[config.mk]
export PLATFORM = sky130hd
export DESIGN_NAME = legv8_multicycle_control
export DESIGN_NICKNAME = d
export VERILOG_FILES = /design/src/rtl/legv8_ctrl_pkg.sv /design/src/rtl/legv8_opcode_decode.sv /design/src/rtl/legv8_multicycle_control.sv
export SDC_FILE = /design/constraint.sdc
export NUM_CORES = 1
export LEC_CHECK = 0
export BUFFER_PORTS_ARGS = -buffer_cell sky130_fd_sc_hd__buf_2
export CAP_MARGIN = 20
export CORE_AREA = 2 2 60 62
export CTS_BUF_LIST = sky130_fd_sc_hd__clkbuf_4
export CTS_CLUSTER_SIZE = 12
export DETAILED_ROUTE_END_ITERATION = 8
export DIE_AREA = 0 0 62 64
export PLACE_DENSITY = 0.86
export SLEW_MARGIN = 40
export SYNTH_ARGS = -nofsm -noshare
export SYNTH_HDL_FRONTEND = slang
export SYNTH_HIERARCHICAL = 1
export SYNTH_SLANG_ARGS = --single-unit
[constraint.sdc]
create_clock -name clk -period 1.5 [get_ports clk]
set_input_delay 0.075 -clock clk [delete_from_list [all_inputs] [get_ports clk]]
set_output_delay 0.075 -clock clk [all_outputs]
set_load 0.005 [all_outputs]
[src/rtl/legv8_ctrl_pkg.sv]
// Shared definitions for the LEGv8 multi-cycle control: state encodings,
// opcode patterns and the select codes seen by the ALU control stage.
package legv8_ctrl_pkg;

  typedef enum logic [3:0] {
    S_FETCH    = 4'd0,
    S_DECODE   = 4'd1,
    S_MEM_ADDR = 4'd2,
    S_MEM_RD   = 4'd3,
    S_WB_LOAD  = 4'd4,
    S_MEM_WR   = 4'd5,
    S_EXEC_R   = 4'd6,
    S_WB_R     = 4'd7,
    S_BR_CBZ   = 4'd8,
    S_BR_B     = 4'd9,
    S_HALT     = 4'd10
  } state_t;

  // Opcode values; don't-care bits are zero here and cleared by the mask
  localparam logic [10:0] OP_ADD  = 11'b10001011000;
  localparam logic [10:0] OP_SUB  = 11'b11001011000;
  localparam logic [10:0] OP_AND  = 11'b10001010000;
  localparam logic [10:0] OP_ORR  = 11'b10101010000;
  localparam logic [10:0] OP_LDUR = 11'b11111000010;
  localparam logic [10:0] OP_STUR = 11'b11111000000;
  localparam logic [10:0] OP_CBZ  = 11'b10110100000;
  localparam logic [10:0] OP_B    = 11'b00010100000;

  localparam logic [10:0] MASK_FULL = 11'b11111111111;
  localparam logic [10:0] MASK_CBZ  = 11'b11111111000;
  localparam logic [10:0] MASK_B    = 11'b11111100000;

  // One-hot instruction class bit positions
  localparam int CLS_RTYPE   = 0;
  localparam int CLS_LDUR    = 1;
  localparam int CLS_STUR    = 2;
  localparam int CLS_CBZ     = 3;
  localparam int CLS_B       = 4;
  localparam int CLS_ILLEGAL = 5;
  localparam int CLS_W       = 6;

  localparam logic [1:0] ALU_OP_ADD   = 2'b00;
  localparam logic [1:0] ALU_OP_PASSB = 2'b01;
  localparam logic [1:0] ALU_OP_RTYPE = 2'b10;

  localparam logic [1:0] SRCB_REG   = 2'b00;
  localparam logic [1:0] SRCB_FOUR  = 2'b01;
  localparam logic [1:0] SRCB_DIMM  = 2'b10;
  localparam logic [1:0] SRCB_BROFF = 2'b11;

  localparam logic [1:0] PCSRC_ALU    = 2'b00;
  localparam logic [1:0] PCSRC_ALUOUT = 2'b01;

  function automatic logic op_match(logic [10:0] op, logic [10:0] val,
                                    logic [10:0] mask);
    return (op & mask) == val;
  endfunction

endpackage

[src/rtl/legv8_opcode_decode.sv]
// Combinational opcode classifier: one-hot class from the 11-bit opcode.
module legv8_opcode_decode
  import legv8_ctrl_pkg::*;
(
  input  logic [10:0]      opcode,
  output logic [CLS_W-1:0] cls
);

  // Match each class pattern; anything unmatched is illegal
  always_comb begin
    cls = '0;
    cls[CLS_RTYPE] = op_match(opcode, OP_ADD, MASK_FULL) |
                     op_match(opcode, OP_SUB, MASK_FULL) |
                     op_match(opcode, OP_AND, MASK_FULL) |
                     op_match(opcode, OP_ORR, MASK_FULL);
    cls[CLS_LDUR]  = op_match(opcode, OP_LDUR, MASK_FULL);
    cls[CLS_STUR]  = op_match(opcode, OP_STUR, MASK_FULL);
    cls[CLS_CBZ]   = op_match(opcode, OP_CBZ, MASK_CBZ);
    cls[CLS_B]     = op_match(opcode, OP_B, MASK_B);
    cls[CLS_ILLEGAL] = ~|cls[CLS_B:CLS_RTYPE];
  end

endmodule

[src/rtl/legv8_multicycle_control.sv]
// LEGv8 multi-cycle main control: Moore FSM sequencing fetch/decode/
// execute/memory/write-back, sticky illegal flag and retired counter.
module legv8_multicycle_control
  import legv8_ctrl_pkg::*;
#(
  parameter int CNT_W = 16
) (
  input  logic             clk,
  input  logic             rst_n,
  input  logic [10:0]      Opcode,
  input  logic             Mem_Ready,
  output logic             PC_Write,
  output logic             PC_WriteCond,
  output logic             IorD,
  output logic             Mem_Read,
  output logic             Mem_Write,
  output logic             IR_Write,
  output logic             Mem_to_Reg,
  output logic             Reg_Write,
  output logic             ALU_SrcA,
  output logic             Reg2Loc,
  output logic [1:0]       ALU_SrcB,
  output logic [1:0]       ALU_Op,
  output logic [1:0]       PC_Source,
  output logic             Illegal,
  output logic [3:0]       State,
  output logic [CNT_W-1:0] Retired
);

  localparam logic [CNT_W-1:0] CNT_ONE = 1;

  state_t           state, state_next;
  logic [CLS_W-1:0] cls;
  logic             is_stur_q;
  logic             illegal_q;
  logic [CNT_W-1:0] retired_q;
  logic             retire;

  legv8_opcode_decode u_decode (
    .opcode (Opcode),
    .cls    (cls)
  );

  // State, latched load/store class, sticky illegal flag and counter
  always_ff @(posedge clk or negedge rst_n) begin
    if (!rst_n) begin
      state     <= S_FETCH;
      is_stur_q <= 1'b0;
      illegal_q <= 1'b0;
      retired_q <= '0;
    end else begin
      state <= state_next;
      if (state == S_DECODE) is_stur_q <= cls[CLS_STUR];
      if (state_next == S_HALT) illegal_q <= 1'b1;
      if (retire) retired_q <= retired_q + CNT_ONE;
    end
  end

  // Next state and Moore outputs; everything forced low while in reset
  always_comb begin
    state_next   = state;
    retire       = 1'b0;
    PC_Write     = 1'b0;
    PC_WriteCond = 1'b0;
    IorD         = 1'b0;
    Mem_Read     = 1'b0;
    Mem_Write    = 1'b0;
    IR_Write     = 1'b0;
    Mem_to_Reg   = 1'b0;
    Reg_Write    = 1'b0;
    ALU_SrcA     = 1'b0;
    Reg2Loc      = 1'b0;
    ALU_SrcB     = SRCB_REG;
    ALU_Op       = ALU_OP_ADD;
    PC_Source    = PCSRC_ALU;
    case (state)
      S_FETCH: begin
        Mem_Read = 1'b1;
        ALU_SrcB = SRCB_FOUR;
        IR_Write = Mem_Ready;
        PC_Write = Mem_Ready;
        if (Mem_Ready) state_next = S_DECODE;
      end
      S_DECODE: begin
        ALU_SrcB = SRCB_BROFF;
        Reg2Loc  = cls[CLS_STUR] | cls[CLS_CBZ];
        if (cls[CLS_RTYPE])                     state_next = S_EXEC_R;
        else if (cls[CLS_LDUR] | cls[CLS_STUR]) state_next = S_MEM_ADDR;
        else if (cls[CLS_CBZ])                  state_next = S_BR_CBZ;
        else if (cls[CLS_B])                    state_next = S_BR_B;
        else                                    state_next = S_HALT;
      end
      S_MEM_ADDR: begin
        ALU_SrcA   = 1'b1;
        ALU_SrcB   = SRCB_DIMM;
        state_next = is_stur_q ? S_MEM_WR : S_MEM_RD;
      end
      S_MEM_RD: begin
        Mem_Read = 1'b1;
        IorD     = 1'b1;
        if (Mem_Ready) state_next = S_WB_LOAD;
      end
      S_WB_LOAD: begin
        Reg_Write  = 1'b1;
        Mem_to_Reg = 1'b1;
        retire     = 1'b1;
        state_next = S_FETCH;
      end
      S_MEM_WR: begin
        Mem_Write = 1'b1;
        IorD      = 1'b1;
        Reg2Loc   = 1'b1;
        if (Mem_Ready) begin
          retire     = 1'b1;
          state_next = S_FETCH;
        end
      end
      S_EXEC_R: begin
        ALU_SrcA   = 1'b1;
        ALU_Op     = ALU_OP_RTYPE;
        state_next = S_WB_R;
      end
      S_WB_R: begin
        Reg_Write  = 1'b1;
        retire     = 1'b1;
        state_next = S_FETCH;
      end
      S_BR_CBZ: begin
        ALU_SrcA     = 1'b1;
        ALU_Op       = ALU_OP_PASSB;
        Reg2Loc      = 1'b1;
        PC_WriteCond = 1'b1;
        PC_Source    = PCSRC_ALUOUT;
        retire       = 1'b1;
        state_next   = S_FETCH;
      end
      S_BR_B: begin
        PC_Write   = 1'b1;
        PC_Source  = PCSRC_ALUOUT;
        retire     = 1'b1;
        state_next = S_FETCH;
      end
      S_HALT:  state_next = S_HALT;
      default: state_next = S_HALT;
    endcase
    if (!rst_n) begin
      PC_Write     = 1'b0;
      PC_WriteCond = 1'b0;
      IorD         = 1'b0;
      Mem_Read     = 1'b0;
      Mem_Write    = 1'b0;
      IR_Write     = 1'b0;
      Mem_to_Reg   = 1'b0;
      Reg_Write    = 1'b0;
      ALU_SrcA     = 1'b0;
      Reg2Loc      = 1'b0;
      ALU_SrcB     = 2'b00;
      ALU_Op       = 2'b00;
      PC_Source    = 2'b00;
    end
  end

  assign State   = state;
  assign Illegal = illegal_q;
  assign Retired = retired_q;

endmodule

==> results of run 1 <==
-- area by class of cell --
| type | instances | share of cell area (%) |
|---|---|---|
| multi-input cells | 126 | 43.2 |
| repair buffers | 79 | 23.5 |
| inverters | 6 | 1.21 |
| well taps | 46 | 2.78 |
| clock buffers | 3 | 1.09 |
| clock inverters | 1 | 1.45 |
| flip-flops and latches | 22 | 26.8 |
-- where the power goes --
group	switching (uW)	internal (uW)	leakage, uW
combinational	33.8	22.9	0.000651
sequential	0.0121	593	0.000290
clock	191	270	0.0000279
-- registers in the layout, indices dropped and copies added (netlist names) --
name / flops
Illegal: 1
Retired: 16
State: 4
is_stur_q: 1
-- layer usage --
| layer | vias to the layer above | global-route usage (%) | share of wire (%) |
|---|---|---|---|
| met5 | - | 0 | 0 |
| met4 | 0 | 3.99 | 1.6 |
| met3 | 9 | 3.04 | 4.7 |
| met2 | 44 | 30.3 | 49 |
| met1 | 729 | 25.7 | 45 |
| li1 | 726 | - | - |
-- what timing repair did --
action / 4_1_cts / 5_1_grt
gates resized for setup: 15 / 8
setup endpoints to repair: 8 / 19
setup buffers: 6 / 3
hold buffers: 1 / 0
pin swaps: 4 / 12
hold endpoints to repair: 22 / 0
-- stage by stage --
stage,setup WS (ns),TNS (ns),utilization [%]
floorplan,0.0675,0,-
global placement,-0.0227,-0.0227,56.4
detailed placement,-0.0619,-0.117,56.4
CTS,-0.0412,-0.129,61.6
global route,-0.150,-1.79,62.9
finish,-0.0517,-0.221,62.9
-- worst max-delay path, cell delays in order, from the launching register on --
cell and delay, ns:
dfrtp_2 0.47, nand2b_4 0.15, mux2_4 0.26, nor3b_2 0.15, buf_2 0.13
-- how the worst max path moves through the flow --
stage,slack (ns),depth (start not counted),end,start
final,-0.05,4,ALU_SrcA,State[2]
after global routing,-0.15,5,ALU_Op[1],State[2]
after floorplan,0.07,6,State[0],Opcode[0]
after detailed placement,-0.06,7,State[0],Opcode[0]
after CTS,-0.04,4,ALU_SrcA,State[2]
after global placement,-0.02,7,State[0],Opcode[0]
-- cells in the final DEF, fill, tap and decap left out, drive strengths merged, types with 2 or more instances in the layout --
cell type,n
nor3b,4
a21oi,5
nand4,13
xor2,2
a21o,2
or3b,2
nand4b,2
mux2,3
and3,3
o21ai,3
nand2b,3
inv,6
and2,4
dfrtp,22
nand3,6
buf,79
nor2,15
nand2,12
clkbuf,3
xnor2,15
nor2b,2
nor3,16
mux2i,2
==> run metrics, run 1 <==
Design Area, Final 0.00207 mm^2; PD cells 537 mW/mm^2; root buffer cell clkbuf_4; die height 64 um; # setup viols final 9; storage element area 553 um^2; crit path launch type register; outcome finished, violations left; Fin. Hold Viols 21; Vias/cell 5.33; Fmax 0.644 GHz; first-pass GRT wire length 5770 um; Post-DP Area 0.00185 mm^2; Reg-to-Reg Start State[2]; Initial Utilization 44.3%; via count 1,508; maximum fanout along the worst path 4; buffers added on ports 49; Crit path arrival time 1.48 ns; Max Slew Vio Count 0; yosys synthesis warning count 6; Core ar. 0.00328 mm^2; critical path endpoint category output pin; row cnt 21; initial antenna violation count 0; gpl congestion 0.847; minimum clock period 1.55 ns; Layout Skew 0.00986 ns; clock-pin slew on the worst setup and hold paths 0.13 ns; total clock buffers created by CTS 3; RSZ-0062 raised after global routing true; failing checks negative hold slack, negative setup slack; Multi-input gate area 892 um^2; Net Count, Synth 178; Lkg Pwr 0.000969 uW; Power Total 1110 uW; Remaining Overflow, GRT 0; synthesized area per cell 8.93 um^2; IO Pins 51; Detailed Routing Iterations Pass 1 4; Cell Area, Synth 0.00146 mm^2; total track usage 18.7%; layout cells sized above 1 44.7%; CTS sink count 22; final period utilization 103%; DR iter-0 viols 93; die area 0.00397 mm^2; peak supply drop 0.000557 V; Clock Path Buffers 2; Die Wd 62 um; Mapped Cells 163; Hold WS -0.0152 ns; Non-Filler Instances 283; fin worst setup slack -0.0517 ns; kind of critical path reg2out; Critical Path RT 1.42 ns; cells on worst reg2reg path 5; number of antenna diodes 0; CTS tree built; largest net degree at the start of global routing 23; number of H-tree levels 1; Reg2Reg Setup Slack -0.03 ns; Routed Wire Length 3740 um; Cells after DPL 269; DP Wirelength 2580 um; Residual DRC 0; number of global-route vias before repair 1,297; r2r endpoint Illegal; fill cell total of the finished layout 261; max_cap viols 0; Avg WL per Cell 13.2 um; Worst-Skew Late Latency 0.32 ns; layout net count 253; P&R area growth vs syn 41.9%; worst min path class in2async; Antenna Nets Post-Route 0
Power figures use the tool's default switching activity.
==> run 2: changes to the inputs <==
- CORE_AREA: 2 2 60 62 -> 2 2 55 57
- DIE_AREA: 0 0 62 64 -> 0 0 57 59
- PLACE_DENSITY: 0.86 -> not set
- PLACE_DENSITY_LB_ADDON: not set -> 0.12
- clock period: 1.5 -> 1.8 ns (I/O delays scaled with it)
==> run 2 against run 1 <==
  * The run now ends clean
  * Global-route usage grew 2.8 points
  * Wire length shrank 11%
  * Register-to-register slack gained 0.22 ns
  * Non-clock buffer count shrank 19
  * Clock power shrank 52%
  * Clock skew shrank 0.0079 ns
  * Sequential power shrank 17%
  * Via count shrank 9.7%
  * Largest cell class unchanged
  * Highest routed layer unchanged
==> run metrics, run 2 (synthesis results as in run 1) <==
outcome finished, final reports clean; Max Slew Vio Count 0 (unchanged); DP Wirelength 2590 um (+0.46%); gpl congestion 0.829 (-2.1%); critical path's largest stage delay 0.48 ns (about the same); # setup viols final 0 (-9); Residual DRC 0 (unchanged); peak supply drop 0.000440 V (-21%); kind of critical path reg2out; Clock Path Buffers 2 (unchanged); layout net count 234 (-7.5%); Initial Utilization 53.7% (+9.4 points); most common cell after layout, fill and taps aside buf_2; number of H-tree levels 1 (unchanged); Final Core Density 66.3% (+3.4 points); via count 1,362 (-9.7%); max_cap viols 0 (unchanged); row cnt 19 (-9.5%); Vias/cell 5.47 (+2.7%); Lkg Pwr 0.000825 uW (-15%); CTS sink count 22 (unchanged); number of global-route vias before repair 1,347 (+3.9%); initial antenna violation count 0 (unchanged); max FFs per register 16 (unchanged); Critical Path RT 1.71 ns (+0.29 ns); Layout Skew 0.00194 ns (-0.00792 ns); total clock buffers created by CTS 3 (unchanged); Routed Wire Length 3320 um (-11%); DR iter-0 viols 49 (-47%); number of antenna diodes 0 (unchanged); worst path cell trace inv_2, mux2_2, nor3b_1, buf_2; Antenna Nets Post-Route 0 (unchanged); layout cells sized above 1 33.5% (-11 points); maximum fanout along the worst path 7 (+3); root buffer cell clkbuf_4; Detailed Routing Iterations Pass 1 4 (unchanged); Core ar. 0.00271 mm^2 (-17%); CTS tree built; Crit path arrival time 1.60 ns (+0.12 ns); Avg WL per Cell 13.3 um (+1.1%); Die Wd 57 um (-8.1%); final period utilization 94.1%; total track usage 21.4% (+2.8 points); critical path endpoint category output pin; post-CTS setup buffers 0 (-6); P&R area growth vs syn 23.5%; minimum clock period 1.69 ns; PD cells 424 mW/mm^2 (-21%); largest net degree at the start of global routing 17 (-26%); slowest CP cell dfrtp_1; IO Pins 51 (unchanged); clock-pin slew on the worst setup and hold paths 0.11 ns (-0.02 ns); setup TNS 0 ns (+0.221 ns); first-pass GRT wire length 5680 um (-1.6%); Fin. Hold Viols 0 (-100%); Fmax 0.590 GHz; RSZ-0062 raised after global routing false; crit path launch type register; Remaining Overflow, GRT 0 (unchanged); worst min path class in2async; commonest non-fill, non-tap cells in the layout buf_2 (48), dfrtp_1 (21), nor3_1 (16); die height 59 um (-7.8%); die area 0.00336 mm^2 (-15%); Worst-Skew Late Latency 0.30 ns (-0.02 ns); buffers added on ports 49 (unchanged)
## run 2: worst max-delay path, delay by kind of cell, from the launching register on
kind / cells / cell delay [ns]
mux: 1 / 0.35
flops: 1 / 0.48
simple gates: 1 / 0.16
buf+inv: 2 / 0.32
## run 2: what timing repair did
action                     4_1_cts  5_1_grt
resized for setup                0        3
hold endpoints to repair        22        0
hold buffers                     1        0
setup endpoints to repair        0        3
## run 2: worst paths after layout
path,slack (ns),endpoint,start,cells after the start
min in group clk,0.19,State[2],Mem_Ready,4
max in group asynchronous,1.18,Retired[11],rst_n,3
min reg2reg,0.47,Illegal,Illegal,1
min,0.18,State[1],rst_n,2
max reg2reg,0.19,Retired[8],State[3],6
max,0.11,ALU_SrcA,State[1],4
## run 2: final cells by class
class / instances / area (um^2)
Clock inverter: 1 / 3.75
Timing Repair Buffer: 60 / 333
Clock buffer: 3 / 22.5
Tap cell: 31 / 38.8
Multi-Input combinational cell: 126 / 826
Fill cell: 253 / 912
Sequential cell: 22 / 552
Inverter: 6 / 22.5
## run 2: where the power goes
part / switching, uW / internal [uW] / total [uW]
Combinational: 27.8 / 20.2 / 48.0
Clock: 139 / 80.8 / 220
Sequential: 0.00741 / 494 / 494
## run 2: layer usage
metal,vias to the layer above,track usage (%),routed length [um]
met4,0,8.64,36
li1,685,-,-
met1,624,26.0,1420
met5,-,0,0
met2,49,38.6,1680
met3,4,3.06,185
## run 2: metrics by stage
step           cell area [um^2]  hold slack, ns  power [uW]  std cells  setup slack [ns]
2_1_floorplan              1460          -0.206         517        163             0.271
3_3_place_gp               1750         -0.0294         547        244             0.213
3_5_place_dp               1750         -0.0188         550        244             0.155
4_1_cts                    1790           0.163         774        249            0.0246
5_1_grt                    1800           0.172         797        249          0.000621
6_report                   1800           0.175         762        249             0.106
==> run 3: changes to the inputs <==
- CELL_PAD_IN_SITES_DETAIL_PLACEMENT: not set -> 1
- CELL_PAD_IN_SITES_GLOBAL_PLACEMENT: not set -> 1
- CORE_AREA: 2 2 55 57 -> 2 2 64 66
- DIE_AREA: 0 0 57 59 -> 0 0 66 68
==> run 3 against run 2 <==
  * Die area is 33% higher
  * Register-to-register slack improved by 0.09 ns
  * Critical path depth rose by 2
  * Critical path type unchanged
  * Critical endpoint is now Reg2Loc
  * Largest cell class unchanged
  * Largest power group unchanged
==> run metrics, run 3 (synthesis results as in run 1) <==
outcome finished, final reports clean; cell mode on critical path nor2_1; CTS tree built; Max Slew Vio Count 0 (unchanged); die height 68 um (+15%); gpl congestion 0.877 (+5.9%); largest net degree at the start of global routing 18 (+1); slowest CP cell dfrtp_2; buffers added on ports 49 (unchanged); Clock Path Buffers 2 (unchanged); minimum clock period 1.68 ns (-0.0124 ns); PD cells 416 mW/mm^2 (-1.9%); commonest non-fill, non-tap cells in the layout buf_2 (48), dfrtp_1 (20), nor3_1 (15), xnor2_1 (15), nor2_1 (14); switching share of power 23.1% (+1.2 points); most common cell after layout, fill and taps aside buf_2; critical path's largest stage delay 0.48 ns (about the same); initial antenna violation count 0 (unchanged); Vias/cell 5.24 (-4.3%); Residual DRC 0 (unchanged); DR iter-0 viols 49 (unchanged); final period utilization 93.4% (-0.69 points); number of H-tree levels 1 (unchanged); clock-pin slew on the worst setup and hold paths 0.13 ns (+0.02 ns); switching power 178 uW (+6.7%); IO Pins 51 (unchanged); Worst-Skew Late Latency 0.31 ns (about the same); number of antenna diodes 0 (unchanged); Fin. Hold Viols 0 (unchanged); setup TNS 0 ns (unchanged); crit path launch type register; worst min path class in2async; DP Wirelength 3070 um (+19%); Crit path arrival time 1.59 ns (about the same); Layout Skew 0.0119 ns (+0.00998 ns); Core ar. 0.00386 mm^2 (+42%); total track usage 17.9% (-3.6 points); Gate power share 6.2% (about the same); via count 1,414 (+3.8%); peak supply drop 0.000222 V (-49%); Initial Utilization 37.8% (-16 points); row cnt 23 (+4); total clock buffers created by CTS 3 (unchanged); layout net count 237 (+1.3%); CTS sink count 22 (unchanged); kind of critical path reg2out; Clock Power Share 29.7% (+0.8 points); Non-Filler Instances 270 (+8.4%); Multi-input gate area 835 um^2 (+1.1%); worst path cell trace buf_4, nor3_1, nor2_1, a21oi_2, nor2_1, buf_2; Avg WL per Cell 14.6 um (+9.4%); critical path endpoint category output pin; Antenna Nets Post-Route 0 (unchanged); Routed Wire Length 3940 um (+19%); # setup viols final 0 (unchanged); Die Wd 66 um (+16%); root buffer cell clkbuf_4; Fmax 0.595 GHz (+0.74%); Detailed Routing Iterations Pass 1 4 (unchanged); number of global-route vias before repair 1,364 (+1.3%); max FFs per register 16 (unchanged); fill cell total of the finished layout 484 (+91%); storage element area 553 um^2 (+0.23%); layout cells sized above 1 35.9% (+2.4 points); maximum fanout along the worst path 8 (+1); Power Internal 592 uW (-0.44%); Seq pwr share 64.1% (-0.8 points); die area 0.00449 mm^2 (+33%); RSZ-0062 raised after global routing false; Remaining Overflow, GRT 0 (unchanged); Cells after DPL 261 (+7.0%); Critical Path RT 1.71 ns (about the same); first-pass GRT wire length 6200 um (+9.2%); Lkg Pwr 0.000837 uW (+1.5%); max_cap viols 0 (unchanged); P&R area growth vs syn 27.2%
run 3: cell types whose count changed in the layout (fill, tap and decap cells not counted):
cell / previous run / this run
buf_4: 10 / 13
a21oi_1: 4 / 3
a21oi_2: 1 / 2
clkinv_1: 1 / 0
dfrtp_1: 21 / 20
dfrtp_2: 1 / 2
inv_2: 1 / 0
inv_4: 0 / 1
nor3_1: 16 / 15
nor3_2: 0 / 1
run 3: final cells by class:
| cell class | count | share of cell area [%] |
|---|---|---|
| well taps | 50 | 3.38 |
| repair buffers | 63 | 19.2 |
| inverters | 6 | 1.35 |
| flip-flops and latches | 22 | 29.8 |
| multi-input cells | 126 | 45.0 |
| clock buffers | 3 | 1.22 |
run 3: path summary, 6_finish.rpt:
path                             start           to  slack (ns)  depth (start not counted)
setup / recovery              State[2]      Reg2Loc        0.12                          6
hold / removal                   rst_n     State[2]        0.15                          2
setup reg to reg              State[3]   Retired[6]        0.28                          5
hold reg to reg            Retired[15]  Retired[15]        0.48                          1
max in group asynchronous        rst_n     State[1]        1.18                          3
min in group clk             Mem_Ready     State[2]        0.16                          4
run 3: critical path, delay by kind of cell, from the launching register on:
| kind | cells | cell delay (ns) |
|---|---|---|
| simple gates | 3 | 0.33 |
| buf+inv | 2 | 0.31 |
| flops | 1 | 0.48 |
| compound gates | 1 | 0.16 |
run 3: repair_timing:
action	CTS	global route
endpoints found under the setup margin	3	4
hold endpoints to repair	22	0
setup buffers	0	5
gates resized for setup	2	5
hold buffers	1	0
cloned	0	0
run 3: per-stage QoR:
step | instance area (um^2) | power [uW] | utilization [%] | setup WS [ns] | hold WS [ns]
2_1_floorplan | 1460 | 517 | - | 0.271 | -0.206
3_3_place_gp | 1760 | 548 | 45.7 | 0.203 | -0.0363
3_5_place_dp | 1760 | 550 | 45.7 | 0.117 | -0.0311
4_1_cts | 1800 | 783 | 46.6 | 0.0328 | 0.155
5_1_grt | 1850 | 807 | 48.1 | 0.0149 | 0.164
6_report | 1850 | 770 | 48.1 | 0.119 | 0.148
run 3: per-layer routing:
metal	vias up	global-route usage (%)	wire [um]
li1	691	-	-
met1	694	21.5	1660
met2	27	33.7	2150
met3	2	2.47	115
met4	0	4.59	22
met5	-	0	0
run 3: power groups by stage:
stage	registers (uW)	logic [uW]	clock network [uW]
after global routing	494	54.3	258
final	494	47.8	228
after global placement	504	44.5	0
after detailed placement	504	46.6	0
after CTS	494	48.3	241
after floorplan	504	12.9	0
